File: src/rtl/data_cache.sv
`timescale 1ns/1ps
// ---------------------------------------------------------------------------
// data_cache
//
// Direct-mapped, write-through, no-write-allocate data cache sitting between
// the memory stage and data_mem. Lines are one data word wide. Aligned loads
// hit in the request cycle. Aligned load misses refill the line with a word
// read and stall the pipeline for two cycles. Stores always go straight
// through to data_mem. Misaligned loads bypass the cache.
//
// Ports
//   clk        sole clock, all state on the rising edge
//   rst        synchronous, active-high reset
//   AddrMode   request mode: 0-4 loads (LB,LH,LW,LBU,LHU), 5-7 stores
//              (SB,SH,SW), 8-15 no access
//   A          request byte address
//   WD         store data, low bytes used according to mode
//   RD         load result, sign/zero extended according to mode
//   stall      request not complete; pipeline holds AddrMode/A/WD
//   mem_mode   mode driven to data_mem (4'b1000 = idle)
//   mem_addr   address driven to data_mem
//   mem_wd     write data driven to data_mem
//   mem_rd     combinational read data returned by data_mem
//   hit_count  (DCACHE_STATS_EN only) wrapping count of cached load hits
//   miss_count (DCACHE_STATS_EN only) wrapping count of refills started
//
// Optional feature
//   Define DCACHE_STATS_EN to add the hit/miss counters and their ports.
// ---------------------------------------------------------------------------
module data_cache #(
    parameter int DATA_WIDTH      = 32,
    parameter int ADDR_WIDTH      = 32,
    parameter int ADDR_REAL_WIDTH = 20,
    parameter int INDEX_BITS      = 6
) (
    input  logic                  clk,
    input  logic                  rst,
    input  logic [3:0]            AddrMode,
    input  logic [ADDR_WIDTH-1:0] A,
    input  logic [DATA_WIDTH-1:0] WD,
    output logic [DATA_WIDTH-1:0] RD,
    output logic                  stall,
    output logic [3:0]            mem_mode,
    output logic [ADDR_WIDTH-1:0] mem_addr,
    output logic [DATA_WIDTH-1:0] mem_wd,
    input  logic [DATA_WIDTH-1:0] mem_rd
`ifdef DCACHE_STATS_EN
    ,
    output logic [31:0]           hit_count,
    output logic [31:0]           miss_count
`endif
);

    localparam int LINES = 1 << INDEX_BITS;
    localparam int TAG_W = ADDR_REAL_WIDTH - INDEX_BITS - 2;
    localparam int LANES = DATA_WIDTH / 8;

    localparam logic [3:0] MODE_LB   = 4'b0000;
    localparam logic [3:0] MODE_LH   = 4'b0001;
    localparam logic [3:0] MODE_LW   = 4'b0010;
    localparam logic [3:0] MODE_LBU  = 4'b0011;
    localparam logic [3:0] MODE_LHU  = 4'b0100;
    localparam logic [3:0] MODE_SB   = 4'b0101;
    localparam logic [3:0] MODE_SH   = 4'b0110;
    localparam logic [3:0] MODE_SW   = 4'b0111;
    localparam logic [3:0] MODE_NONE = 4'b1000;

    typedef enum logic {
        ST_IDLE = 1'b0,
        ST_FILL = 1'b1
    } state_t;

    state_t state_reg;

    // Line storage. Read asynchronously so that a hit completes in the same
    // cycle the request is presented.
    logic [DATA_WIDTH-1:0] line_data_reg [LINES];
    logic [TAG_W-1:0]      line_tag_reg  [LINES];
    logic [LINES-1:0]      valid_reg;

    // Request decode
    logic                  is_load;
    logic                  is_store;
    logic                  aligned;
    logic [INDEX_BITS-1:0] index;
    logic [INDEX_BITS-1:0] idx_next;
    logic [TAG_W-1:0]      tag;
    logic                  fill_now;
    logic                  line_hit;
    logic [DATA_WIDTH-1:0] line_word;
    logic [7:0]            sel_byte;
    logic [15:0]           sel_half;
    logic [DATA_WIDTH-1:0] load_ext;
    logic [LANES-1:0]      byte_en;
    logic [DATA_WIDTH-1:0] merged_word;
    logic                  line_we;
    logic [DATA_WIDTH-1:0] line_wdata;

    assign is_load  = (AddrMode <= MODE_LHU);
    assign is_store = (AddrMode >= MODE_SB) && (AddrMode <= MODE_SW);

    always_comb begin
        case (AddrMode)
            MODE_LH, MODE_LHU, MODE_SH: aligned = ~A[0];
            MODE_LW, MODE_SW:           aligned = (A[1:0] == 2'b00);
            default:                    aligned = 1'b1;
        endcase
    end

    assign index    = A[INDEX_BITS+1:2];
    // A misaligned word store spills into the following word, whose index
    // is simply the next one (wrapping at the top of the array).
    assign idx_next = index + {{(INDEX_BITS-1){1'b0}}, 1'b1};
    assign tag      = A[ADDR_REAL_WIDTH-1:INDEX_BITS+2];
    assign fill_now = (state_reg == ST_FILL);

    assign line_word = line_data_reg[index];
    assign line_hit  = valid_reg[index] && (line_tag_reg[index] == tag);

    // Load extraction from the cached word, extended as data_mem would.
    assign sel_byte = line_word[{A[1:0], 3'b000} +: 8];
    assign sel_half = line_word[{A[1], 4'b0000} +: 16];

    always_comb begin
        case (AddrMode)
            MODE_LB:  load_ext = {{(DATA_WIDTH-8){sel_byte[7]}}, sel_byte};
            MODE_LH:  load_ext = {{(DATA_WIDTH-16){sel_half[15]}}, sel_half};
            MODE_LW:  load_ext = line_word;
            MODE_LBU: load_ext = {{(DATA_WIDTH-8){1'b0}}, sel_byte};
            MODE_LHU: load_ext = {{(DATA_WIDTH-16){1'b0}}, sel_half};
            default:  load_ext = '0;
        endcase
    end

    // Per-lane byte merge for store hits. Stores take their data from the
    // low bytes of WD, so a byte/half store replicates into the lane it
    // targets.
    genvar gi;
    generate
        for (gi = 0; gi < LANES; gi++) begin : g_lane
            logic [7:0] lane_wd;

            assign byte_en[gi] = (AddrMode == MODE_SW)
                              || ((AddrMode == MODE_SH) && (A[1] == 1'((gi / 2) % 2)))
                              || ((AddrMode == MODE_SB) && (A[1:0] == 2'(gi % 4)));

            assign lane_wd = (AddrMode == MODE_SB) ? WD[7:0] :
                             (AddrMode == MODE_SH) ? WD[8*(gi%2) +: 8] :
                                                     WD[8*gi +: 8];

            assign merged_word[8*gi +: 8] = byte_en[gi] ? lane_wd
                                                        : line_word[8*gi +: 8];
        end
    endgenerate

    // Line write: refill in FILL, or merge on an aligned store hit in IDLE.
    // Reset suppresses the write so an interrupted refill leaves no trace.
    assign line_we    = !rst && (fill_now || (is_store && aligned && line_hit));
    assign line_wdata = fill_now ? mem_rd : merged_word;

    always_ff @(posedge clk) begin
        if (line_we) begin
            line_data_reg[index] <= line_wdata;
            line_tag_reg[index]  <= tag;
        end
    end

    // Combinational request outputs. Hits must return data in the same
    // cycle, so RD/stall/mem_* are decoded directly from the request.
    always_comb begin
        stall    = 1'b0;
        mem_mode = MODE_NONE;
        mem_addr = A;
        mem_wd   = WD;
        RD       = '0;
        if (!rst) begin
            if (fill_now) begin
                stall    = 1'b1;
                mem_mode = MODE_LW;
                mem_addr = {A[ADDR_WIDTH-1:2], 2'b00};
            end else if (is_store) begin
                mem_mode = AddrMode;
            end else if (is_load && !aligned) begin
                // Uncached: data_mem deals with the misaligned access.
                mem_mode = AddrMode;
                RD       = mem_rd;
            end else if (is_load) begin
                if (line_hit) begin
                    RD = load_ext;
                end else begin
                    stall = 1'b1;
                end
            end
        end
    end

`ifdef DCACHE_STATS_EN
    logic [31:0] hit_cnt_reg;
    logic [31:0] miss_cnt_reg;
    // The completing cycle right after a refill is a hit by construction;
    // it is excluded from the hit count because it was already a miss.
    logic        fill_prev_reg;

    assign hit_count  = hit_cnt_reg;
    assign miss_count = miss_cnt_reg;
`endif

    always_ff @(posedge clk) begin
        if (rst) begin
            state_reg <= ST_IDLE;
            valid_reg <= '0;
`ifdef DCACHE_STATS_EN
            hit_cnt_reg   <= '0;
            miss_cnt_reg  <= '0;
            fill_prev_reg <= 1'b0;
`endif
        end else begin
            case (state_reg)
                ST_IDLE: begin
                    if (is_load && aligned && !line_hit) begin
                        state_reg <= ST_FILL;
                    end
                    if (is_store && !aligned) begin
                        // The store may straddle two words; drop both so
                        // neither can return stale bytes.
                        valid_reg[index]    <= 1'b0;
                        valid_reg[idx_next] <= 1'b0;
                    end
                end
                ST_FILL: begin
                    valid_reg[index] <= 1'b1;
                    state_reg        <= ST_IDLE;
                end
            endcase
`ifdef DCACHE_STATS_EN
            fill_prev_reg <= fill_now;
            if (!fill_now && is_load && aligned && line_hit && !fill_prev_reg) begin
                hit_cnt_reg <= hit_cnt_reg + 32'd1;
            end
            if (!fill_now && is_load && aligned && !line_hit) begin
                miss_cnt_reg <= miss_cnt_reg + 32'd1;
            end
`endif
        end
    end

endmodule

File: config.mk
export PLATFORM = sky130hd
export DESIGN_NAME = data_cache
export DESIGN_NICKNAME = d
export VERILOG_FILES = /design/src/rtl/data_cache.sv
export SDC_FILE = /design/constraint.sdc
export NUM_CORES = 2
export LEC_CHECK = 0
export ABC_AREA = 1
export CAP_MARGIN = 5
export CORE_UTILIZATION = 40
export DETAILED_ROUTE_END_ITERATION = 10
export PLACE_DENSITY = 0.65
export SETUP_SLACK_MARGIN = 0.15
export SKIP_CTS_REPAIR_TIMING = 1
export SLEW_MARGIN = 0
export SYNTH_ARGS = -nofsm -noshare
export SYNTH_HDL_FRONTEND = slang
export SYNTH_SLANG_ARGS = --single-unit
File: constraint.sdc
create_clock -name clk -period 8.3 [get_ports clk]
set_input_delay 2.075 -clock clk [delete_from_list [all_inputs] [get_ports clk]]
set_output_delay 2.075 -clock clk [all_outputs]
set_load 0.005 [all_outputs]
### Word level (Yosys, flattened, before mapping)

Memory sizes are Yosys's and may differ from the RTL's.
Index checks and enable logic that the tools add are counted.
Widths: inputs -> output; s select.

| storage, ports and cells | value |
|---|---|
| register bits after elaboration | 65 |
| memory bits (writable) | 2816 |
| input port bits | 102 |
| logic and storage cells | 107 |
| memories | 2 |

| operators by class | value |
|---|---|
| add/subtract/negate cells | 1 |
| magnitude comparators | 7 |
| equal/unequal tests | 12 |
| shift operators | 2 |
| muxes and demuxes | 42 |
| bitwise gates (word level) | 8 |
| reductions and logical operators | 31 |

Memory list:

| name | words | width | rd ports | clocked after Yosys merged registers in | write ports | line | RTL |
|---|---|---|---|---|---|---|---|
| line_data_reg | 64 | 32 | 1 | 0 | 1 | 77 | `logic [DATA_WIDTH-1:0] line_data_reg [LINES];` |
| line_tag_reg | 64 | 12 | 1 | 0 | 1 | 78 | `logic [TAG_W-1:0] line_tag_reg [LINES];` |

Operators with widths:

| operator | number |
|---|---|
| $mux 32 | 7 |
| $pmux 32 s5 | 1 |
| $and 64x64->64 | 2 |
| $not 64->64 | 2 |
| $pmux 64 s2 | 1 |
| $mux 8 | 9 |
| $mux 64 | 1 |
| $or 64x64->64 | 1 |
| $shiftx 32x6->16 | 1 |
| $shiftx 32x6->8 | 1 |
| $logic_and 1x1->1 | 17 |
| $eq 4x3->1 const B | 4 |
| $mux 4 | 4 |
| $lt 6x7->1 const B | 2 |
| $demux 1 s6 | 2 |
| $eq 12x12->1 | 1 |
| $ge 6x1->1 const B | 2 |
| $mux 1 | 12 |
| $eq 4x2->1 const B | 2 |
| $le 4x3->1 const B | 2 |
| $logic_or 1x1->1 | 7 |
| $add 6x1->6 const B | 1 |
| $bmux 1 s6 | 1 |
| $eq 2x2->1 const B | 2 |
| 12 further kinds | 18 |

### Longest topological paths before layout

| depth | value |
|---|---|
| depth after elaboration | 9 |
| depth in mapped cells | 24 |

### Least setup slack after synthesis

Ideal clock, no wire load.

| timing path | value |
|---|---|
| kind | in2reg |
| start | in AddrMode[0] |
| end | mem line_data_reg[0][15], data pin |
| library setup time | 0.701 ns |
| data arrival time | 6.303 ns |
| required time | 7.599 ns |
| path slack | 1.296 ns |
| cell stages on the path | 13 |
| buffers on the path | 2 |
| cell sequence | clkbuf_1 > nor2_1 > nor2_2 > inv_1 > nor2_1 > clkbuf_1 > a21oi_1 > inv_1 > a21oi_1 > clkinv_1 > o211ai_1 > o21ai_0 > o21ai_0 |

| on the way | value |
|---|---|
| cells in the longest elaborated chain, start to end | 6 |
| elaborated cells on any way between the ends | 10 |

Ends and longest elaborated chain:

| item | line | RTL |
|---|---|---|
| start, declared | 38 | `input logic [3:0] AddrMode,` |
| $eq 4x3->1 | 144 | `\|\| ((AddrMode == MODE_SH) && (A[1] == 1'((gi / 2) % 2)))` |
| $logic_and 1x1->1 | 144 |  |
| $logic_or 1x1->1 | 144 |  |
| $logic_or 1x1->1 | 145 | `\|\| ((AddrMode == MODE_SB) && (A[1:0] == 2'(gi % 4)));` |
| $mux 8 (*) | 151 | `assign merged_word[8*gi +: 8] = byte_en[gi] ? lane_wd` |
| $mux 32 (*) | 159 | `assign line_wdata = fill_now ? mem_rd : merged_word;` |
| via line_wdata[15] | 97 | `logic [DATA_WIDTH-1:0] line_wdata;` |
| end, declared | 77 |  |

The timed path passes the listed nets; every way through them passes the cells marked *.

### Worst setup path in the final report

| timing path | value |
|---|---|
| start | in A[4] |
| end | out RD[14] |

| on the way | value |
|---|---|
| cells in the longest elaborated chain, start to end | 9 |
| elaborated cells on any way between the ends | 15 |

Ends and longest elaborated chain:

| item | line | RTL |
|---|---|---|
| start, declared | 39 | `input logic [ADDR_WIDTH-1:0] A,` |
| $mem_v2 64x32 (tied with other cells) | n/a |  |
| $shiftx 32x6->16 (tied with other cells) | 122 | `assign sel_half = line_word[{A[1], 4'b0000} +: 16];` |
| $pmux 32 s5 or $logic_and 1x1->1 (tied branches) | 125, 118 |  |
| $mux 32 (*) | 188 | `if (line_hit) begin` |
| $mux 32 (*) | 187 | `end else if (is_load) begin` |
| $mux 32 (*) | 183 | `end else if (is_load && !aligned) begin` |
| $mux 32 (*) | 181 | `end else if (is_store) begin` |
| $mux 32 (*) | 177 | `if (fill_now) begin` |
| $mux 32 (*) | 176 | `if (!rst) begin` |
| end, declared | 41 | `output logic [DATA_WIDTH-1:0] RD,` |

Every way passes the cells marked *; elsewhere a longest branch is shown, timed or not. The select of a mux whose other input is x is not followed.

==> run metrics <==
CP delay by family, top=buffers and inverters; Critical Path Most Common Cell=nand2_1; Worst IR Drop VDD=approximately 0.00018 V; gpl congestion=0.920; sequential area share after synthesis=0.719; Final ANT Viol Nets=0; wire length per cell=approximately 27 microns; Port Buffer Count=178; Placed Cells=14093; Worst path max stage delay=0.55 ns; metal2 WL=179000 microns; First DRT Iteration DRCs=11300; layout cells sized above 1=0.123; Async SR Flop Fraction=0; Sw Share=0.232; post-route clock period utilization=0.970; total die area=301000 sq um; Comb pwr share=0.077; Synth warnings=0; Synth top cells by count=edfxtp_1 (2816), nand2_1 (1736), o21ai_0 (1269); Worst EP arrival=around 6.0 ns; synth top area cells=edfxtp_1 (71%), nand2_1 (5.5%), o21ai_0 (5.3%), nor2_1 (3.8%), inv_1 (2.2%); Worst Hold Path EP=valid_reg[36]; CTS tree=built; DR vias/cell=about 5.6; max reg flops=2048; min Tclk post-route=8.05 ns; I/O pins=203; Buf+Inv Stages, Crit Path=7; crit-path cells=clkdlybuf4s50_1 > buf_4 > inv_2 > nor2_4 > buf_12 > buf_4 > nand3_1 > nand2_1 > o21ai_0 > nand2_1 > nor2_1 > nand3_1 > nand2_1 > nor2_1 > nand2_1 > nor2_4 > buf_12 > nand4_1 > a21oi_1 > clkdlybuf4s50_1; Seq cells post-synth=slightly below 3000; RR Startpoint=line_tag_reg[0][10]; clock root buffer=clkbuf_16; Int Pwr=24900 uW; top-count cell post-synth=edfxtp_1; Max Buffers Root-to-Sink=4; Met3 Wirelength=42300 microns; Slew @ Worst Pin=1.29 ns; Worst Hold Class=reg -> reg; Worst R2R Path Depth=20; Synth Net Count=10198; area grow syn2layout=16.8%; Crit. End Element=output port; Post-Syn Area=119000 sq um; top sig layer=met5; setup TNS=0 ns; Die Width=548 microns; detailed placement HPWL=218000 microns; FF-to-FF End=line_data_reg[48][5]; Die Ht=548 microns; reg-to-reg slack, setup=around 3.8 ns; Primary FF master, synth=edfxtp_1; Worst EP required=6.23 ns; EDFF count, synth=between 2000 and 3000; Clk Latency, worst-skew pair=0.90 ns; CP Max Fanout=34; outcome=complete, no violations; CTS H-tree lvls=5; Final Hold Fails=0; pwr/cell area=233 nW/um^2; total CTS buffers=305; Nets=10570; Initial DRT Pass Iterations=6; number of core rows=200; top cell type's share of synthesized area=0.708; critical path class=in -> out; core area=297000 sq um; static leakage=0.0499 uW; Slew Limit Fails=0; Initial Util=0.402; CP max stage cell=clkdlybuf4s50_1; cell count after synthesis=10095; Seq pwr share=0.508; largest net degree at the start of global routing=143; routed wire length=just under 400000 microns; vias in the first global route=77837; Layout Skew=0.0840 ns; sw power=7510 uW; maxcap violations=0; fmax=between 100 and 150 MHz; clock share of power=0.415; # setup viols final=0; hold path depth=2; Final Non-Filler Cells=14641; post-synth cell types=a little over 40; type of origin of the critical path=primary input; HP Start=valid_reg[36]; met1 WL=roughly 150000 microns; syn_area_per_cell=11.8 sq um; Vias=between 80000 and 90000; first-pass GRT wire length=551000 microns; GRT overflow=0; All-Layer GR Usage=0.252; clk slew on worst S/H paths=0.06 ns; Rel. slew slack=0.135; DR DRC count=0; initial antenna violation count=11; TritonCTS sink count=2881; RSZ-0062 raised after global routing=yes; dominant cell type by area after synthesis=edfxtp_1
==> how the worst max path moves through the flow <==
stage	from	endpoint	slack [ns]	depth (start not counted)
2_1_floorplan	AddrMode[0]	line_data_reg[0][15]	1.30	13
3_5_place_dp	A[4]	RD[14]	0.18	21
4_1_cts	A[4]	RD[14]	0.13	21
3_3_place_gp	A[4]	RD[10]	0.06	21
5_1_grt	A[4]	RD[14]	0.14	20
6_report	A[4]	RD[14]	0.25	20
==> placed cells by master (no fill, tap or decap), types with 7 or more instances in the layout <==
| cell type | netlist | routed |
|---|---|---|
| a21oi_1 | 197 | 197 |
| buf_12 | 0 | 161 |
| buf_2 | 287 | 14 |
| buf_4 | 80 | 362 |
| bufinv_16 | 0 | 30 |
| clkbuf_1 | 227 | 57 |
| clkbuf_16 | 0 | 312 |
| clkdlybuf4s50_1 | 0 | 163 |
| clkinv_1 | 2 | 60 |
| clkinv_2 | 1 | 51 |
| clkinvlp_4 | 0 | 9 |
| dfxtp_1 | 65 | 64 |
| edfxtp_1 | 2816 | 2816 |
| inv_1 | 714 | 714 |
| inv_6 | 0 | 9 |
| nand2_1 | 1736 | 1727 |
| nand2_2 | 0 | 7 |
| nand3_1 | 252 | 252 |
| nand3b_1 | 15 | 15 |
| nand4_1 | 45 | 45 |
| nor2_1 | 1221 | 1157 |
| nor2_4 | 3 | 78 |
| nor3_1 | 62 | 61 |
| nor3_2 | 6 | 7 |
| o211ai_1 | 314 | 314 |
| o21a_1 | 220 | 220 |
| o21ai_0 | 1269 | 1243 |
| o21ai_1 | 102 | 103 |
| o21ai_4 | 0 | 25 |
| o22ai_1 | 121 | 121 |
| o32ai_1 | 7 | 7 |
| or2_0 | 14 | 14 |
| or2_1 | 15 | 15 |
| or2_2 | 220 | 220 |
==> per-layer routing <==
layer	global-route usage	up-vias
li1	-	36097
met1	0.337	40634
met2	0.402	4864
met3	0.0472	905
met4	0.110	2
met5	0	-
==> cell type report <==
type | instances | area (sq um)
Antenna cell | 6 | 15.0
Clock buffer | 369 | 8010
Clock inverter | 167 | 1670
Fill cell | 26072 | 157000
Inverter | 725 | 2740
Multi-Input combinational cell | 5851 | 28500
Sequential cell | 2881 | 85900
Tap cell | 3939 | 4930
Timing Repair Buffer | 703 | 7690
==> worst reg2reg max path, delay by kind of cell, from the launching register on <==
| kind | cells | cell delay [ns] |
|---|---|---|
| buf+inv | 5 | 1.53 |
| flops | 1 | 0.34 |
| simple gates | 14 | 1.92 |
| compound gates | 1 | 0.20 |
==> cells by family (layout without fill, tap and decap cells) <==
group / after synthesis / after routing / synth area share
compound gates: 2243 / 2243 / 0.107
xor+xnor: 2 / 2 / 0.000147
fa+ha+maj: 1 / 1 / 0.000105
buf+inv: 1363 / 1964 / 0.0492
flops: 2881 / 2881 / 0.719
other cells: 0 / 6 / 0
simple gates: 3605 / 3605 / 0.124
==> stage by stage <==
| stage | instance area [sq um] | total power, uW | hold slack [ns] | worst slack, ns | util |
|---|---|---|---|---|---|
| floorplan | 119000 | 18100 | 0.452 | 1.30 | - |
| global placement | 130000 | 19200 | 0.470 | 0.0553 | 0.437 |
| detailed placement | 130000 | 19200 | 0.480 | 0.179 | 0.437 |
| CTS | 139000 | 32500 | 0.492 | 0.130 | 0.469 |
| global route | 139000 | 33200 | 0.515 | 0.140 | 0.470 |
| finish | 139000 | 32400 | 0.498 | 0.252 | 0.470 |
==> power by group through the flow <==
stage / logic (uW) / clock network [uW] / registers (uW)
CTS: 2440 / 13600 / 16500
global route: 2640 / 14100 / 16500
detailed placement: 2430 / 0 / 16800
finish: 2490 / 13500 / 16500
floorplan: 1210 / 0 / 16900
global placement: 2390 / 0 / 16800
Note: power is estimated with default switching activity, not from simulation.
